### src/rtl/vector_slicer_if.sv
// rtl/vector_slicer_if.sv - word-in / slice-out handshake bundle for vector_slicer
interface vector_slicer_if #(
    parameter int WIDTH = 16,
    parameter int SLICE = 8
);
    localparam int NUM   = WIDTH / SLICE;
    localparam int IDX_W = $clog2(NUM);

    logic             in_valid;
    logic             in_ready;
    logic [WIDTH-1:0] in_data;
    logic             in_msb_first;
    logic             out_valid;
    logic             out_ready;
    logic [SLICE-1:0] out_data;
    logic [IDX_W-1:0] out_idx;
    logic             out_last;

    modport slave (
        input  in_valid, in_data, in_msb_first, out_ready,
        output in_ready, out_valid, out_data, out_idx, out_last
    );

    modport master (
        output in_valid, in_data, in_msb_first, out_ready,
        input  in_ready, out_valid, out_data, out_idx, out_last
    );
endinterface

### src/rtl/vector_slicer.sv
// rtl/vector_slicer.sv - splits each accepted word into NUM slices, MSB- or LSB-first
module vector_slicer #(
    parameter int WIDTH = 16,
    parameter int SLICE = 8,
    parameter int CNT_W = 16
) (
    input  logic             clk,
    input  logic             rst_n,
    vector_slicer_if.slave   sif,
    output logic [CNT_W-1:0] word_cnt
);
    localparam int NUM   = WIDTH / SLICE;
    localparam int IDX_W = $clog2(NUM);
    localparam logic [IDX_W-1:0] TOP_IDX = IDX_W'(NUM - 1);

    typedef enum logic {IDLE, SEND} state_t;

    state_t                      state_q, state_d;
    logic [NUM-1:0][SLICE-1:0]   hold_q, hold_d;
    logic                        msb_q, msb_d;
    logic [IDX_W-1:0]            idx_q, idx_d;
    logic [CNT_W-1:0]            cnt_q, cnt_d;

    logic out_valid;
    logic out_last;
    logic xfer;
    logic last_xfer;
    logic in_ready;
    logic accept;

    // Outputs come straight from the hold register and slice pointer, so they
    // are stable whenever the pointer is not advancing.
    always_comb begin
        out_valid = (state_q == SEND);
        out_last  = out_valid && (msb_q ? (idx_q == '0) : (idx_q == TOP_IDX));
        xfer      = out_valid && sif.out_ready;
        last_xfer = xfer && out_last;
        in_ready  = rst_n && (!out_valid || last_xfer);
        accept    = sif.in_valid && in_ready;
    end

    assign sif.out_valid = out_valid;
    assign sif.out_last  = out_last;
    assign sif.out_data  = hold_q[idx_q];
    assign sif.out_idx   = idx_q;
    assign sif.in_ready  = in_ready;
    assign word_cnt      = cnt_q;

    always_comb begin
        state_d = state_q;
        hold_d  = hold_q;
        msb_d   = msb_q;
        idx_d   = idx_q;
        cnt_d   = cnt_q;

        if (last_xfer) begin
            cnt_d = cnt_q + CNT_W'(1);
        end

        // A new accept wins over the pointer step: it can only coincide with
        // the final slice, whose pointer value is no longer needed.
        if (accept) begin
            state_d = SEND;
            hold_d  = sif.in_data;
            msb_d   = sif.in_msb_first;
            idx_d   = sif.in_msb_first ? TOP_IDX : '0;
        end else if (last_xfer) begin
            state_d = IDLE;
        end else if (xfer) begin
            idx_d = msb_q ? (idx_q - IDX_W'(1)) : (idx_q + IDX_W'(1));
        end
    end

    always_ff @(posedge clk) begin
        if (!rst_n) begin
            state_q <= IDLE;
            hold_q  <= '0;
            msb_q   <= 1'b0;
            idx_q   <= '0;
            cnt_q   <= '0;
        end else begin
            state_q <= state_d;
            hold_q  <= hold_d;
            msb_q   <= msb_d;
            idx_q   <= idx_d;
            cnt_q   <= cnt_d;
        end
    end
endmodule

### src/flat_wrapper.sv
// flat-port wrapper written by rule: the top's interface ports become plain ports
module vector_slicer_flat 
#(
    parameter int WIDTH = 16,
    parameter int SLICE = 8,
    parameter int CNT_W = 16
)
  (clk, rst_n, word_cnt, sif_in_valid, sif_in_data, sif_in_msb_first, sif_out_ready, sif_in_ready, sif_out_valid, sif_out_data, sif_out_idx, sif_out_last);
  vector_slicer_if #(.WIDTH(WIDTH), .SLICE(SLICE)) sif_i ();
  input  logic clk;
  input  logic rst_n;
  output logic [CNT_W-1:0] word_cnt;
  input wire logic [$bits(sif_i.in_valid)-1:0] sif_in_valid;
  input wire logic [$bits(sif_i.in_data)-1:0] sif_in_data;
  input wire logic [$bits(sif_i.in_msb_first)-1:0] sif_in_msb_first;
  input wire logic [$bits(sif_i.out_ready)-1:0] sif_out_ready;
  output wire logic [$bits(sif_i.in_ready)-1:0] sif_in_ready;
  output wire logic [$bits(sif_i.out_valid)-1:0] sif_out_valid;
  output wire logic [$bits(sif_i.out_data)-1:0] sif_out_data;
  output wire logic [$bits(sif_i.out_idx)-1:0] sif_out_idx;
  output wire logic [$bits(sif_i.out_last)-1:0] sif_out_last;
  assign sif_i.in_valid = sif_in_valid;
  assign sif_i.in_data = sif_in_data;
  assign sif_i.in_msb_first = sif_in_msb_first;
  assign sif_i.out_ready = sif_out_ready;
  assign sif_in_ready = sif_i.in_ready;
  assign sif_out_valid = sif_i.out_valid;
  assign sif_out_data = sif_i.out_data;
  assign sif_out_idx = sif_i.out_idx;
  assign sif_out_last = sif_i.out_last;
  vector_slicer #(.WIDTH(WIDTH), .SLICE(SLICE), .CNT_W(CNT_W)) u_core (.clk(clk), .rst_n(rst_n), .sif(sif_i), .word_cnt(word_cnt));
endmodule
### config.mk
export PLATFORM = sky130hd
export DESIGN_NAME = vector_slicer_flat
export DESIGN_NICKNAME = d
export VERILOG_FILES = /design/src/rtl/vector_slicer_if.sv /design/src/rtl/vector_slicer.sv /design/src/flat_wrapper.sv
export SDC_FILE = /design/constraint.sdc
export NUM_CORES = 1
export LEC_CHECK = 0
export BUFFER_PORTS_ARGS = -buffer_cell sky130_fd_sc_hd__clkbuf_2
export CAP_MARGIN = 0
export CORE_MARGIN = 4
export CORE_UTILIZATION = 39
export CTS_BUF_LIST = sky130_fd_sc_hd__clkbuf_16
export CTS_CLUSTER_SIZE = 10
export DETAILED_ROUTE_END_ITERATION = 8
export PLACE_DENSITY = 0.75
export SLEW_MARGIN = 5
export SYNTH_ARGS = -nofsm -noshare
export SYNTH_HDL_FRONTEND = slang
export SYNTH_SLANG_ARGS = --single-unit
### constraint.sdc
create_clock -name clk -period 3.3 [get_ports clk]
set_clock_uncertainty 0.1 [all_clocks]
set_input_delay 0.165 -clock clk [delete_from_list [all_inputs] [get_ports clk]]
set_output_delay 0.165 -clock clk [all_outputs]
set_load 0.005 [all_outputs]
==> results of run 1 <==
==> Yosys cell counts (5+ instances only) <==
library cell | count | area (sq um)
nand2_1 | 38 | 143
dfxtp_1 | 35 | 701
o21ai_0 | 19 | 95.1
a21oi_1 | 11 | 55.1
nor2_1 | 10 | 37.5
mux2_2 | 8 | 90.1
clkbuf_1 | 7 | 26.3
nand3_1 | 6 | 30.0
o31ai_1 | 5 | 37.5
or4_1 | 5 | 37.5
xnor2_1 | 5 | 43.8
xor2_1 | 5 | 43.8
==> critical path, delay by kind of cell (launching register included) <==
kind,cells,cell delay (ns)
compound gates,1,0.14
flops,1,0.64
simple gates,2,1.07
xor+xnor,1,0.29
==> per-layer routing <==
layer  wire [um]  share of wire (%)  vias up
li1            -                  -      754
met1        1500                 44      649
met2        1650                 48       42
met3         247                7.2        5
met4          42                1.2        0
met5           0                  0        -
==> stage by stage <==
step                cells  total power, W
floorplan             181        0.000516
global placement      269        0.000553
detailed placement    269        0.000554
CTS                   291        0.000996
global route          291         0.00103
finish                291        0.000984
==> what timing repair did <==
item                                   CTS  global route
hold buffers                            15             0
gates resized for setup                  0             0
endpoints found under the hold margin   15             0
==> sequential cells by signal, summed over array words and instances (netlist names) <==
name / flops
u_core.sif.out_valid: 1
u_core.msb_q: 1
u_core.sif.out_idx: 1
u_core.word_cnt: 16
u_core.hold_q: 16
==> power groups by stage <==
stage | registers (W) | clock network, W | logic [W]
2_1_floorplan | 0.000461 | 0 | 0.0000550
3_3_place_gp | 0.000466 | 0 | 0.0000866
3_5_place_dp | 0.000467 | 0 | 0.0000871
4_1_cts | 0.000458 | 0.000436 | 0.000101
5_1_grt | 0.000461 | 0.000458 | 0.000115
6_report | 0.000458 | 0.000425 | 0.000101
==> final cells by class <==
class / instances / area (sq um)
Clock buffer: 5 / 125
Fill cell: 349 / 1640
Inverter: 3 / 11.3
Multi-Input combinational cell: 134 / 772
Tap cell: 48 / 60.1
Clock inverter: 2 / 8.76
Timing Repair Buffer: 64 / 398
Sequential cell: 35 / 701
==> logic make-up after synthesis <==
logic type	share of synthesized area, %
fa+ha+maj	0.825
flops	46.2
buf+inv	3.14
mux	5.94
xor+xnor	5.78
simple gates	24.3
compound gates	13.9
==> path summary, 6_finish.rpt <==
kind / startpoint / to / cells after the start
setup / recovery: u_core.sif.out_idx / u_core.word_cnt[15] / 4
hold / removal: sif_in_data[1] / u_core.hold_q[1] / 3
setup reg to reg: u_core.sif.out_idx / u_core.word_cnt[15] / 4
hold reg to reg: u_core.hold_q[2] / u_core.hold_q[2] / 2
==> metrics.cfg, run 1 <==
[outcome]
status = complete, no violations

[power_and_ir_drop]
internal_power_w = 0.000767
leakage_nw = 0.843
vdd_ir_drop_max_mv = 0.332
p_sw_w = 0.000217
swShare_pct = 22.0
clkPwrFrac_pct = 43.2
p_seq_share_pct = 46.6
power.density_mw_per_mm2 = 474
pwr-share-comb_pct = 10.3

[logic_synthesis]
ys_seq_area_share_pct = 46.2
ys_types = 30
avgSynthCellArea_sq_um = 8.38
ys.flop_type = dfxtp_1
synth_fp_nets = 203
ys_warn_count = 0
ys_seq_elements = 35
synthCells = 181
async_reset_ff_share_pct = 0
synth_edf_count = 0
syn_area_sq_mm = 0.00152

[floorplan]
start_util_pct = 40.8
rows = 22
die_h_um = 70.4
design.core.area_sq_mm = 0.00372
dieArea_sq_mm = 0.00495
pin_count = 49
die_x_um = 70.4

[routing]
initialDrtViolationCount = 86
dr_total_vias = 1450
avgRoutedWirePerCell_um = 11.8
wl_um = 3440
ant_nets = 0
drc = 0
vias_per_cell = 4.98
first_pass_iters = 4

[cts]
cts_max_path_buffers = 2
htree_levels = 2
cts_setup_buffers = 0
clk_pin_slew_ns = 0.05
cts-root-buf = clkbuf_16
clk_latency_ns = 0.27
cts_tree = done
cts_made_buffers = 5
cts.sinks = 35

[layout]
final_common_cell = clkbuf_2
diodes = 0
fin_area_sq_mm = 0.00208
area_delta_synth_final_pct = 36.9
final_nets = 265
final_cell_mix = clkbuf_2 (48), nand2_1 (38), dfxtp_1 (35)
final_core_util_pct = 55.9
drive_above_1_share_pct = 26.7

[global_route]
grt_start_max_net_pins = 36
grt_overflow = 0
grtUsageMet3_pct = 5.90
grt_use_met2_pct = 23.5
grt_busiest_layer = met2
use_met1_pct = 17.8
grt_first_pass_wirelength_um = 5830
grt_use_total_pct = 14.7
antenna_found_initial = 0
grt_pass1_vias = 1350

[setup_path]
cp-start-kind = register
r2r_setup_slack_ns = 0.97
critPathArrivalTime_ns = 2.42
required_ns = 3.39
end_kind = register
slowest_delay_ns = 0.64
cpMaxStageDelayCell = dfxtp_1
path_cells = xnor2_1 -> or3_1 -> or4_1 -> a21oi_1
critPathKind = register to register
cp_max_fo = 12

[placement]
place_hpwl_um = 2340
placed_area_sq_mm = 0.00179
io_buffers = 48
place.gp.congestion = 0.802
dp_slack_ns = 0.998

[hold_path]
hold_path.class = input port to register

[sta]
slew_viol_final = 0
worst_pin_slew_ns = 0.523
layout_min_cycle_time_ns = 2.33
setup_tns_ns = 0
grt_setup_unrepaired = no
setup_violations = 0
maxSlewHeadroom_pct = 64.9
fin_crit_sh_pct = 70.6
fin_hold_ws_ns = 0.0110
hold_viol_final = 0
finalWorstSetupSlack_ns = 0.970
timing.fmax_mhz = 429

[job]
cap_violations = 0

(Power assumes the default switching activity.)
==> run 2: changes to the inputs <==
==> constraint.sdc (replaced) <==
create_clock -name clk -period 2.3 [get_ports clk]
set_clock_uncertainty 0.1 [all_clocks]
set_input_delay 0.115 -clock clk [delete_from_list [all_inputs] [get_ports clk]]
set_output_delay 0.115 -clock clk [all_outputs]
set_load 0.005 [all_outputs]
==> run 2 against run 1 <==
  * Combinational power rose by 68%
  * Clock-buffer cell count is the same
  * Final cell count increased by 3.1%
  * Largest cell class unchanged
  * Utilization grew 2.0 points
  * Sequential cell count unchanged
  * Highest routed layer unchanged
  * Maximum frequency increased by 19%
  * First-iteration DRC count is 17% higher
==> metrics.cfg, run 2 (synthesized netlist as in run 1, its figures left out) <==
[outcome]
status = complete, no violations

[placement]
place_hpwl_um = 2390
io_buffers = 48
place.gp.congestion = 0.819

[routing]
avgRoutedWirePerCell_um = 12.6
drc = 0
first_pass_iters = 4
vias_per_cell = 4.96
dr_total_vias = 1487
ant_nets = 0
initialDrtViolationCount = 101
wl_um = 3790

[setup_path]
end_kind = register
critPathArrivalTime_ns = 2.08
cp_max_fo = 12
cp-start-kind = register
required_ns = 2.41
critPathKind = register to register

[sta]
layout_min_cycle_time_ns = 1.96
timing.fmax_mhz = 510
worst_pin_slew_ns = 0.394
setup_tns_ns = 0
slew_viol_final = 0
maxSlewHeadroom_pct = 73.7
hold_viol_final = 0
grt_setup_unrepaired = no
fin_crit_sh_pct = 85.3
setup_violations = 0

[cts]
cts_tree = done
clk_pin_slew_ns = 0.05
cts.sinks = 35
cts_setup_buffers = 0
post_cts_resized = 0
clk_latency_ns = 0.28
cts_made_buffers = 5
cts-root-buf = clkbuf_16
htree_levels = 2
cts_max_path_buffers = 2

[layout]
drive_above_1_share_pct = 27.8
final_cell_mix = clkbuf_2 (48), nand2_1 (38), dfxtp_1 (35)
diodes = 0
final_common_cell = clkbuf_2
area_delta_synth_final_pct = 41.7
final_nets = 273

[power_and_ir_drop]
power.density_mw_per_mm2 = 681
vdd_ir_drop_max_mv = 0.459
leakage_nw = 0.878
power.total_w = 0.00146

[global_route]
grt_pass1_vias = 1542
grt_first_pass_wirelength_um = 6860
grt_use_total_pct = 17.5
antenna_found_initial = 0
grt_start_max_net_pins = 21
grt_overflow = 0

[floorplan]
start_util_pct = 40.8
die_h_um = 70.4
pin_count = 49
rows = 22
die_x_um = 70.4
design.core.area_sq_mm = 0.00372
dieArea_sq_mm = 0.00495

[hold_path]
hold_path.class = input port to register

[job]
cap_violations = 0

==> run 2: cell types whose count changed in the layout (fill, tap and decap cells not counted), sizes merged <==
cell         change
buf              +5
dlygate4sd3      +3
clkinvlp         +1
==> run 2: power by group <==
| group | switching [W] | total, W | internal [W] |
|---|---|---|---|
| logic | 0.0000793 | 0.000170 | 0.0000907 |
| clock network | 0.000249 | 0.000642 | 0.000393 |
| registers | 0.0000159 | 0.000651 | 0.000635 |
| total | 0.000344 | 0.00146 | 0.00112 |
==> run 2: routing by layer <==
| metal | vias to the layer above | wire (um) | part of all wire, % | GRT usage (%) |
|---|---|---|---|---|
| met5 | - | 0 | 0 | 0 |
| met4 | 0 | 132 | 3.5 | 10.6 |
| met3 | 12 | 246 | 6.5 | 5.47 |
| met2 | 42 | 1800 | 47 | 28.3 |
| met1 | 663 | 1610 | 42 | 20.0 |
| li1 | 770 | - | - | - |
==> run 2: worst paths after layout <==
path	startpoint	endpoint	slack [ns]	cells past startpoint
min reg2reg	u_core.hold_q[2]	u_core.hold_q[2]	0.35	2
max reg2reg	u_core.word_cnt[3]	u_core.word_cnt[15]	0.34	4
max	u_core.word_cnt[3]	u_core.word_cnt[15]	0.34	4
min	sif_out_ready	u_core.sif.out_idx	0.15	3
==> run 2: stage by stage <==
stage	cell area, sq um	instances	hold WS [ns]	utilization (%)	setup slack [ns]
3_3_place_gp	1830	274	0.211	49.2	0.427
2_1_floorplan	1520	181	0.124	-	0.496
6_report	2150	300	0.148	57.8	0.337
4_1_cts	2150	300	0.148	57.8	0.336
3_5_place_dp	1830	274	0.215	49.2	0.349
5_1_grt	2150	300	0.177	57.8	0.140
==> run 2: repair_timing <==
action / in CTS / in global routing
hold buffers: 18 / 0
setup endpoints to repair: 0 / 0
endpoints found under the hold margin: 19 / 0
==> run 2: area by class of cell <==
type	instances	area (sq um)
Clock buffer	5	125
Clock inverter	3	15.0
Fill cell	332	1570
Inverter	3	11.3
Multi-Input combinational cell	134	772
Sequential cell	35	701
Tap cell	48	60.1
Timing Repair Buffer	72	465
==> run 2: worst max-delay path: stages (launching register included) <==
cell     delay (ns)
dfxtp_1        0.43
and4_1         0.26
nand4_1        0.35
or4_1          0.61
a21oi_1        0.15
